$ cat src/rtl/mips_fetch_pkg.sv
// Shared types for the instruction fetch path: FSM states and queue entries.
package mips_fetch_pkg;

  typedef enum logic [1:0] {
    IDLE  = 2'd0,
    ISSUE = 2'd1,
    WAIT  = 2'd2
  } fetch_state_t;

  localparam int BYTES_PER_WORD = 4;

  typedef struct packed {
    logic [31:0] pc;
    logic [31:0] instr;
  } fetch_entry_t;

endpackage

$ cat src/rtl/fetch_fifo.sv
// Prefetch queue of assembled instruction words with single-edge flush.
module fetch_fifo
  import mips_fetch_pkg::*;
#(
  parameter int FIFO_DEPTH = 2,
  localparam int PTR_W = $clog2(FIFO_DEPTH),
  localparam int CNT_W = PTR_W + 1
) (
  input  logic             clk,
  input  logic             rst,
  input  logic             push,
  input  logic             pop,
  input  logic             flush,
  input  fetch_entry_t     wdata,
  output fetch_entry_t     head,
  output logic [CNT_W-1:0] count
);

  fetch_entry_t     mem [FIFO_DEPTH];
  logic [PTR_W-1:0] wr_ptr;
  logic [PTR_W-1:0] rd_ptr;
  logic             do_pop;

  assign do_pop = pop && (count != '0);

  // Pointer and occupancy bookkeeping; flush empties the queue in one edge
  always_ff @(posedge clk or posedge rst) begin
    if (rst) begin
      wr_ptr <= '0;
      rd_ptr <= '0;
      count  <= '0;
    end else if (flush) begin
      wr_ptr <= '0;
      rd_ptr <= '0;
      count  <= '0;
    end else begin
      if (push)   wr_ptr <= wr_ptr + PTR_W'(1);
      if (do_pop) rd_ptr <= rd_ptr + PTR_W'(1);
      count <= count + CNT_W'(push) - CNT_W'(do_pop);
    end
  end

  // Entry storage; contents need no reset since occupancy gates visibility
  always_ff @(posedge clk) begin
    if (push && !flush) mem[wr_ptr] <= wdata;
  end

  assign head = mem[rd_ptr];

endmodule

$ cat src/rtl/ifetch_sequencer.sv
// Byte-serial instruction fetch: issues 4 byte reads per word, packs them
// big-endian, prefetches into a small queue and flushes on redirect.
module ifetch_sequencer
  import mips_fetch_pkg::*;
#(
  parameter int          ADDR_W     = 8,
  parameter logic [31:0] RESET_PC   = 32'h0,
  parameter int          FIFO_DEPTH = 2
) (
  input  logic              clk,
  input  logic              rst,
  input  logic              run,
  input  logic              redirect,
  input  logic [31:0]       redirect_pc,
  output logic              mem_rd_en,
  output logic [ADDR_W-1:0] mem_addr,
  input  logic [7:0]        mem_rdata,
  output logic              instr_valid,
  input  logic              instr_ready,
  output logic [31:0]       instr,
  output logic [31:0]       instr_pc
);

  localparam int CNT_W = $clog2(FIFO_DEPTH) + 1;

  fetch_state_t      state;
  fetch_state_t      state_nx;
  logic [ADDR_W-1:0] fetch_pc;
  logic [1:0]        byte_idx;
  logic              pending;
  logic              rd_en_q;
  logic [1:0]        recv_idx;
  logic [23:0]       asm_bytes;
  logic [ADDR_W-1:0] word_pc;
  logic [CNT_W-1:0]  count;
  logic              word_done;
  logic              push;
  logic              pop;
  logic              slot_free;
  logic              word_start;
  fetch_entry_t      push_entry;
  fetch_entry_t      head;
  logic              unused_pc_bits;

  // Upper and sub-word redirect bits are deliberately ignored
  assign unused_pc_bits = ^{redirect_pc[31:ADDR_W], redirect_pc[1:0]};

  // A new word may only start if its eventual push is guaranteed a slot
  assign slot_free  = (32'(count) + 32'(pending)) < FIFO_DEPTH;
  assign word_start = mem_rd_en && (byte_idx == 2'd0);
  assign word_done  = rd_en_q && (recv_idx == 2'd3);
  assign push       = word_done && !redirect;
  assign pop        = instr_valid && instr_ready && !redirect;
  assign push_entry = '{pc: 32'(word_pc), instr: {asm_bytes, mem_rdata}};

  // FSM state register
  always_ff @(posedge clk or posedge rst) begin
    if (rst) state <= IDLE;
    else     state <= state_nx;
  end

  // Next-state and read strobe; redirect restarts issue immediately if running
  always_comb begin
    state_nx  = state;
    mem_rd_en = 1'b0;
    case (state)
      IDLE: begin
        if (run && slot_free) state_nx = ISSUE;
      end
      ISSUE: begin
        mem_rd_en = 1'b1;
        if (byte_idx == 2'd3) state_nx = (run && slot_free) ? ISSUE : WAIT;
      end
      WAIT: begin
        if (run && slot_free)      state_nx = ISSUE;
        else if (!run && !pending) state_nx = IDLE;
      end
      default: state_nx = IDLE;
    endcase
    if (redirect) state_nx = run ? ISSUE : IDLE;
  end

  assign mem_addr = mem_rd_en ? (fetch_pc + ADDR_W'(byte_idx)) : '0;

  // Fetch pointer, word reservation and read-return tracking
  always_ff @(posedge clk or posedge rst) begin
    if (rst) begin
      fetch_pc <= {RESET_PC[ADDR_W-1:2], 2'b00};
      byte_idx <= 2'd0;
      pending  <= 1'b0;
      rd_en_q  <= 1'b0;
      recv_idx <= 2'd0;
    end else if (redirect) begin
      fetch_pc <= {redirect_pc[ADDR_W-1:2], 2'b00};
      byte_idx <= 2'd0;
      pending  <= 1'b0;
      rd_en_q  <= 1'b0;
      recv_idx <= 2'd0;
    end else begin
      rd_en_q <= mem_rd_en;
      if (rd_en_q) recv_idx <= recv_idx + 2'd1;
      if (mem_rd_en) begin
        byte_idx <= byte_idx + 2'd1;
        if (byte_idx == 2'd3) fetch_pc <= fetch_pc + ADDR_W'(BYTES_PER_WORD);
      end
      if (word_start)     pending <= 1'b1;
      else if (word_done) pending <= 1'b0;
    end
  end

  // Byte assembly shift register and address of the word being assembled
  always_ff @(posedge clk) begin
    if (rd_en_q)    asm_bytes <= {asm_bytes[15:0], mem_rdata};
    if (word_start) word_pc   <= fetch_pc;
  end

  fetch_fifo #(
    .FIFO_DEPTH(FIFO_DEPTH)
  ) u_fifo (
    .clk  (clk),
    .rst  (rst),
    .push (push),
    .pop  (pop),
    .flush(redirect),
    .wdata(push_entry),
    .head (head),
    .count(count)
  );

  assign instr_valid = (count != '0);
  assign instr       = instr_valid ? head.instr : 32'h0;
  assign instr_pc    = instr_valid ? head.pc    : 32'h0;

endmodule

$ cat config.mk
export PLATFORM = sky130hd
export DESIGN_NAME = ifetch_sequencer
export DESIGN_NICKNAME = d
export VERILOG_FILES = /design/src/rtl/mips_fetch_pkg.sv /design/src/rtl/fetch_fifo.sv /design/src/rtl/ifetch_sequencer.sv
export SDC_FILE = /design/constraint.sdc
export NUM_CORES = 1
export LEC_CHECK = 0
export CAP_MARGIN = 30
export CORE_MARGIN = 3
export CORE_UTILIZATION = 40
export CTS_CLUSTER_SIZE = 14
export DETAILED_ROUTE_END_ITERATION = 8
export DONT_BUFFER_PORTS = 1
export GPL_TIMING_DRIVEN = 0
export PLACE_DENSITY = 0.56
export SLEW_MARGIN = 20
export SYNTH_ARGS = -nofsm -noshare
export SYNTH_HDL_FRONTEND = slang
export SYNTH_SLANG_ARGS = --single-unit
$ cat constraint.sdc
create_clock -name clk -period 9.53 [get_ports clk]
set_clock_uncertainty 0.1 [all_clocks]
set_input_delay 2.859 -clock clk [delete_from_list [all_inputs] [get_ports clk]]
set_output_delay 2.859 -clock clk [all_outputs]
set_load 0.05 [all_outputs]
**After elaboration in Yosys (flattened, before gate mapping)**

Memories as Yosys holds them, arrays and structs flattened.
Cells that the tools add are included.

- Reduce and logical (&&, ||, !) cells: 23
- $lt $le $gt $ge: 1
- Muxes and demuxes: 30
- Add/subtract/negate cells: 9
- Equality and inequality tests: 7

Operators with widths:

| kind | number |
|---|---|
| 32-bit two-way mux | 2 |
| 8-bit two-way mux | 4 |
| 2-bit two-way mux | 11 |
| 1-bit two-way mux | 12 |
| 2-bit nonzero test | 6 |
| 1-bit logical AND | 9 |
| 8-bit by 2-bit adder with 8-bit output | 1 |
| 8-bit by 3-bit adder with 8-bit output, second input constant | 1 |
| 2-bit == test, second input constant | 3 |
| 3-bit inequality test, second input constant | 2 |
| 2-bit case mux with 3 select lines | 1 |
| 2-bit by 1-bit adder with 2-bit output, second input constant | 2 |
| 2-bit zero test | 2 |
| 4-bit inequality test, second input constant | 1 |
| 2-bit by 1-bit adder with 3-bit output | 1 |
| 1-bit zero test | 3 |
| 3-bit by 2-bit less-than comparator with 1-bit output, second input constant | 1 |
| 3-bit AND reduction | 1 |
| 3-bit nonzero test | 1 |
| 1-bit adder, second input constant | 2 |
| 2-bit by 1-bit adder with 2-bit output | 1 |
| 2-bit by 1-bit == test with 1-bit output, second input constant | 1 |
| 2-bit AND reduction | 1 |
| 2-bit by 1-bit subtractor with 2-bit output | 1 |

- Logic and storage cells: 82
- Output and inout bits: 74
- Memories: 1
- Memory bits (writable): 80
- Bits in registers: 52

Memory list:

| name | depth | bits a word | rd ports | clocked after Yosys merged registers in | wr ports | RTL line | RTL |
|---|---|---|---|---|---|---|---|
| u_fifo.mem | 2 | 40 | 1 | 0 | 1 | fetch_fifo.sv:19 | `fetch_entry_t mem [FIFO_DEPTH];` |

**Logic depth before layout (Yosys ltp)**

Gate-level depths: netlist of run 1.

- Depth after elaboration: 7
- Gate-level depth with buffers: 9

**Hierarchy**

Synthesis of run 1 repeated with hierarchy kept, for this count alone.

- Cells, all modules: 416
- Area total of the unflattened synthesis: 7063.0 µm²

Modules (own cells, without submodules):

| module | times used | seq. area each (µm²) | area an instance (µm²) | cells an instance |
|---|---|---|---|---|
| fetch_fifo | 1 | 3943.8 | 4853.4 | 219 |
| ifetch_sequencer | 1 | 1251.2 | 2209.6 | 197 |

**Least setup slack after synthesis of run 1**

Ideal clock, no wire load.

- Kind: in2reg
- From: input port redirect
- To: memory u_fifo.mem[0][0] (netlist bit), enable pin
- Required time: 8.950 ns
- Buffers on the path: 2
- Stages: 3
- Setup time: 0.480 ns
- Data arrival time: 5.877 ns
- Path slack: 3.073 ns
- Path through: buf_2 buf_1 nor3_1

- Word-level cells in the longest chain between the ends: 5

RTL lines:

| element | RTL line | RTL |
|---|---|---|
| from (decl) | ifetch_sequencer.sv:13 | `input logic redirect,` |
| 1-bit zero test * | fetch_fifo.sv:45, ifetch_sequencer.sv:52 |  |
| 1-bit logical AND | ifetch_sequencer.sv:52 | `assign push = word_done && !redirect;` |
| 1-bit logical AND * | fetch_fifo.sv:45 | `if (push && !flush) mem[wr_ptr] <= wdata;` |
| 1-bit two-way mux * | fetch_fifo.sv:45 |  |
| 1-bit two-way mux (not written as such) * | fetch_fifo.sv:45 |  |
| to (decl) | fetch_fifo.sv:19 |  |

Mark *: on every way between the ends. The rest lies on a longest branch, timed or not.

**Final worst setup path of run 1**

- From: register u_fifo.rd_ptr
- To: output port instr[26]

- Word-level cells in the longest chain between the ends: 2

RTL lines:

| element | RTL line | RTL |
|---|---|---|
| from (decl) | fetch_fifo.sv:21 | `logic [PTR_W-1:0] rd_ptr;` |
| from (signal assigned) | fetch_fifo.sv:38 | `if (do_pop) rd_ptr <= rd_ptr + PTR_W'(1);` |
| memory read 2 x 40 bit | - |  |
| 32-bit two-way mux | ifetch_sequencer.sv:131 | `assign instr = instr_valid ? head.instr : 32'h0;` |
| to (decl) | ifetch_sequencer.sv:20 | `output logic [31:0] instr,` |

No other way between the ends.

==> results of run 1 <==
Yosys cell counts:
| master | count |
|---|---|
| nand4b_1 | 1 |
| a221oi_1 | 1 |
| nand3b_1 | 2 |
| and2_1 | 7 |
| dfrtp_1 | 18 |
| edfxtp_1 | 106 |
| nand4b_4 | 1 |
| a211oi_1 | 2 |
| o211ai_1 | 1 |
| xnor2_1 | 3 |
| nor2_1 | 50 |
| buf_1 | 2 |
| a22oi_1 | 1 |
| buf_6 | 1 |
| a2111oi_0 | 1 |
| clkbuf_1 | 3 |
| or4_1 | 3 |
| nor3b_1 | 1 |
| nand4_1 | 1 |
| inv_1 | 9 |
| o21ai_0 | 7 |
| xor2_1 | 5 |
| mux2i_1 | 41 |
| nor2b_1 | 7 |
| conb_1 | 1 |
| buf_4 | 28 |
| buf_2 | 7 |
| nand2_1 | 10 |
| nor3_1 | 4 |
| nand3_1 | 5 |
| ha_1 | 6 |
report_power, final:
group | internal [mW] | leakage [nW] | total [mW] | switching (mW)
clock | 0.378 | 0.257 | 0.587 | 0.210
sequential | 0.619 | 1.20 | 0.638 | 0.0195
combinational | 0.0236 | 0.717 | 0.0922 | 0.0686
total | 1.02 | 2.17 | 1.32 | 0.298
metal layers:
metal / GRT usage [%] / up-vias / share of wire, %
met2: 21.0 / 65 / 49
met4: 5.05 / 0 / 1.8
met5: 0 / - / 0
li1: - / 1247 / -
met1: 16.4 / 1225 / 43
met3: 6.39 / 12 / 6.0
state kept, by name, indices dropped and copies added (netlist names):
signal / cells
u_fifo.rd_ptr: 1
state: 2
u_fifo.count: 2
u_fifo.wr_ptr: 1
pending: 1
byte_idx: 2
fetch_pc: 6
word_pc: 6
recv_idx: 2
u_fifo.mem: 76
asm_bytes: 24
rd_en_q: 1
metrics by stage:
step | power [mW] | instances
global route | 1.36 | 564
CTS | 1.33 | 564
global placement | 0.737 | 528
finish | 1.32 | 565
floorplan | 0.723 | 360
detailed placement | 0.741 | 533
area by class of cell:
| cell class | instances | area share [%] |
|---|---|---|
| Sequential cell | 124 | 61.1 |
| Buffer | 41 | 4.63 |
| Clock inverter | 10 | 1.68 |
| Inverter | 9 | 0.568 |
| Multi-Input combinational cell | 186 | 20.1 |
| Antenna cell | 1 | 0.0421 |
| Tap cell | 168 | 3.54 |
| Timing Repair Buffer | 5 | 0.905 |
| Clock buffer | 21 | 7.41 |
cell families (layout without fill, tap and decap cells):
family | count (synthesis) | count (layout) | synth area share, %
buf+inv | 50 | 86 | 6.15
compound gates | 13 | 13 | 1.64
fa+ha+maj | 6 | 6 | 1.49
simple gates | 92 | 92 | 8.79
other cells | 1 | 27 | 0.0746
mux | 41 | 41 | 8.17
flops | 124 | 124 | 72.3
xor+xnor | 8 | 8 | 1.39
worst paths after layout:
| path | startpoint | end | slack [ns] | cells after the start |
|---|---|---|---|---|
| worst max-delay path | u_fifo.rd_ptr | instr[26] | 4.42 | 5 |
| worst min-delay path | word_pc[3] | u_fifo.mem[0][35] | 0.34 | 0 |
| worst max register to register | rd_en_q | u_fifo.mem[0][25] | 6.91 | 4 |
| worst min register to register | word_pc[3] | u_fifo.mem[0][35] | 0.34 | 0 |
| max in group asynchronous | rst | rd_en_q | 6.49 | 1 |
| min in group asynchronous | rst | recv_idx[0] | 2.36 | 1 |
critical path: stages, from the launching register on:
cell	delay, ns
dfrtp_1	0.31
clkbuf_1	0.12
buf_4	0.26
buf_4	0.26
mux2i_1	0.10
nor2_1	0.70
==> results.md, run 1 <==
* Critical Path AT at 2.15 ns
* Total core area at 12200 µm²
* Grt ovf at 0
* Power density cells at 222 nW/µm²
* Clock tree buffer depth at 2
* Clk slew on worst S/H paths at 0.05 ns
* Mapped Cells at 335
* IO buf count at 0
* Total vias in the final route at 2549
* Final min period at 5.11 ns
* Vias/cell at 4.51
* CTS tree: done
* Post-CTS sizing at 0
* Register area at 3630 µm²
* Worst setup EP type: output pin
* Yosys cell types at 31
* Die Ht at 118 µm
* First-pass GRT wire length at 14200 µm
* Post-DP HPWL at 5890 µm
* Area Overhead vs Synth at 18.3%
* Cts hold-fix bufs at 0
* Crit share post-route at 53.6%
* Commonest non-fill, non-tap cell in the layout: edfxtp_1
* Fillers at 1042
* Register area share after synthesis at 72.3%
* Starting Density at 41.3%
* Final Max Slew Viols at 0
* Top cell type's share of synthesized area at 63.3%
* Required time worst endpoint at 6.57 ns
* Root Buffer: clkbuf_16
* Mapped Area at 5030 µm²
* CTS Sinks at 124
* Multi-input logic area at 1190 µm²
* Endpoints failing setup at 0
* Worst rel slew slack at 32.7%
* HP Class: reg2reg
* DRT iter0 DRCs at 149
* Fmax at 0.196 GHz
* Area leader, netlist: edfxtp_1
* # rows at 40
* Placed Area at 5400 µm²
* Final net count at 435
* Worst-Margin Slew at 1.01 ns
* Leakage at 2.17 nW
* Fraction of layout cells with a size suffix above 1 at 17.7%
* Pre-antenna DRT Iters at 4
* Cts bufs inserted at 17
* Status: complete, no violations
* Most frequent cells in the layout: edfxtp_1 (106), nor2_1 (50), mux2i_1 (41), buf_4 (31), conb_1 (26)
* Fin util at 48.9%
* Initial antenna violation count at 0
* Tot GR Track Use at 13.5%
* Setup ws final at 4.42 ns
* Final hold viol count at 0
* Number of global-route vias before repair at 2555
* Crit Path Class: reg2out
* Die area at 13900 µm²
* Clk_lat worst skew at 0.40 ns
* Syn Area/Cell at 15.0 µm²
* Synth warnings at 0
* Fin area at 5940 µm²
* TNS Setup at 0 ns
* IO Pins at 119
* Setup Fix Bufs, Post-CTS at 0
* Drc violations at 0
* Startpoint types: flip-flop
* Placer congestion estimate at 0.854
* Area contributors post-synth: edfxtp_1 (63%), dfrtp_1 (9.0%), mux2i_1 (8.2%)
* Max-cap viol count at 0
* Post-place setup slack at 4.60 ns
* ANT nets after route at 0
* RSZ-0062 raised after global routing: no
* Crit-path max FO at 10
* Hold_ws at 0.342 ns
* Die width at 118 µm
* Largest net degree at the start of global routing at 28
* Flops & latches, synth at 124
* Peak supply drop at 0.000133 V
* CTS HTree Levels at 4
* Routed length per placed instance at 15.8 µm
* Final wirelength at 8900 µm
Power figures use the tool's default switching activity.
==> inputs of run 2 (changes only) <==
==> constraint.sdc (replaced) <==
create_clock -name clk -period 5.2 [get_ports clk]
set_clock_uncertainty 0.1 [all_clocks]
set_input_delay 1.56 -clock clk [delete_from_list [all_inputs] [get_ports clk]]
set_output_delay 1.56 -clock clk [all_outputs]
set_load 0.05 [all_outputs]
==> results of run 2 <==
The final DEF is identical to that of run 1. Status: complete, no violations.
Among the figures that moved: setup slack after placement 4.60 ns -> 1.56 ns; setup slack after layout 4.42 ns -> 1.39 ns; register-to-register setup slack 6.91 ns -> 2.58 ns; total power 1.32 mW -> 2.41 mW; worst IR drop on VDD 0.000133 V -> 0.000243 V
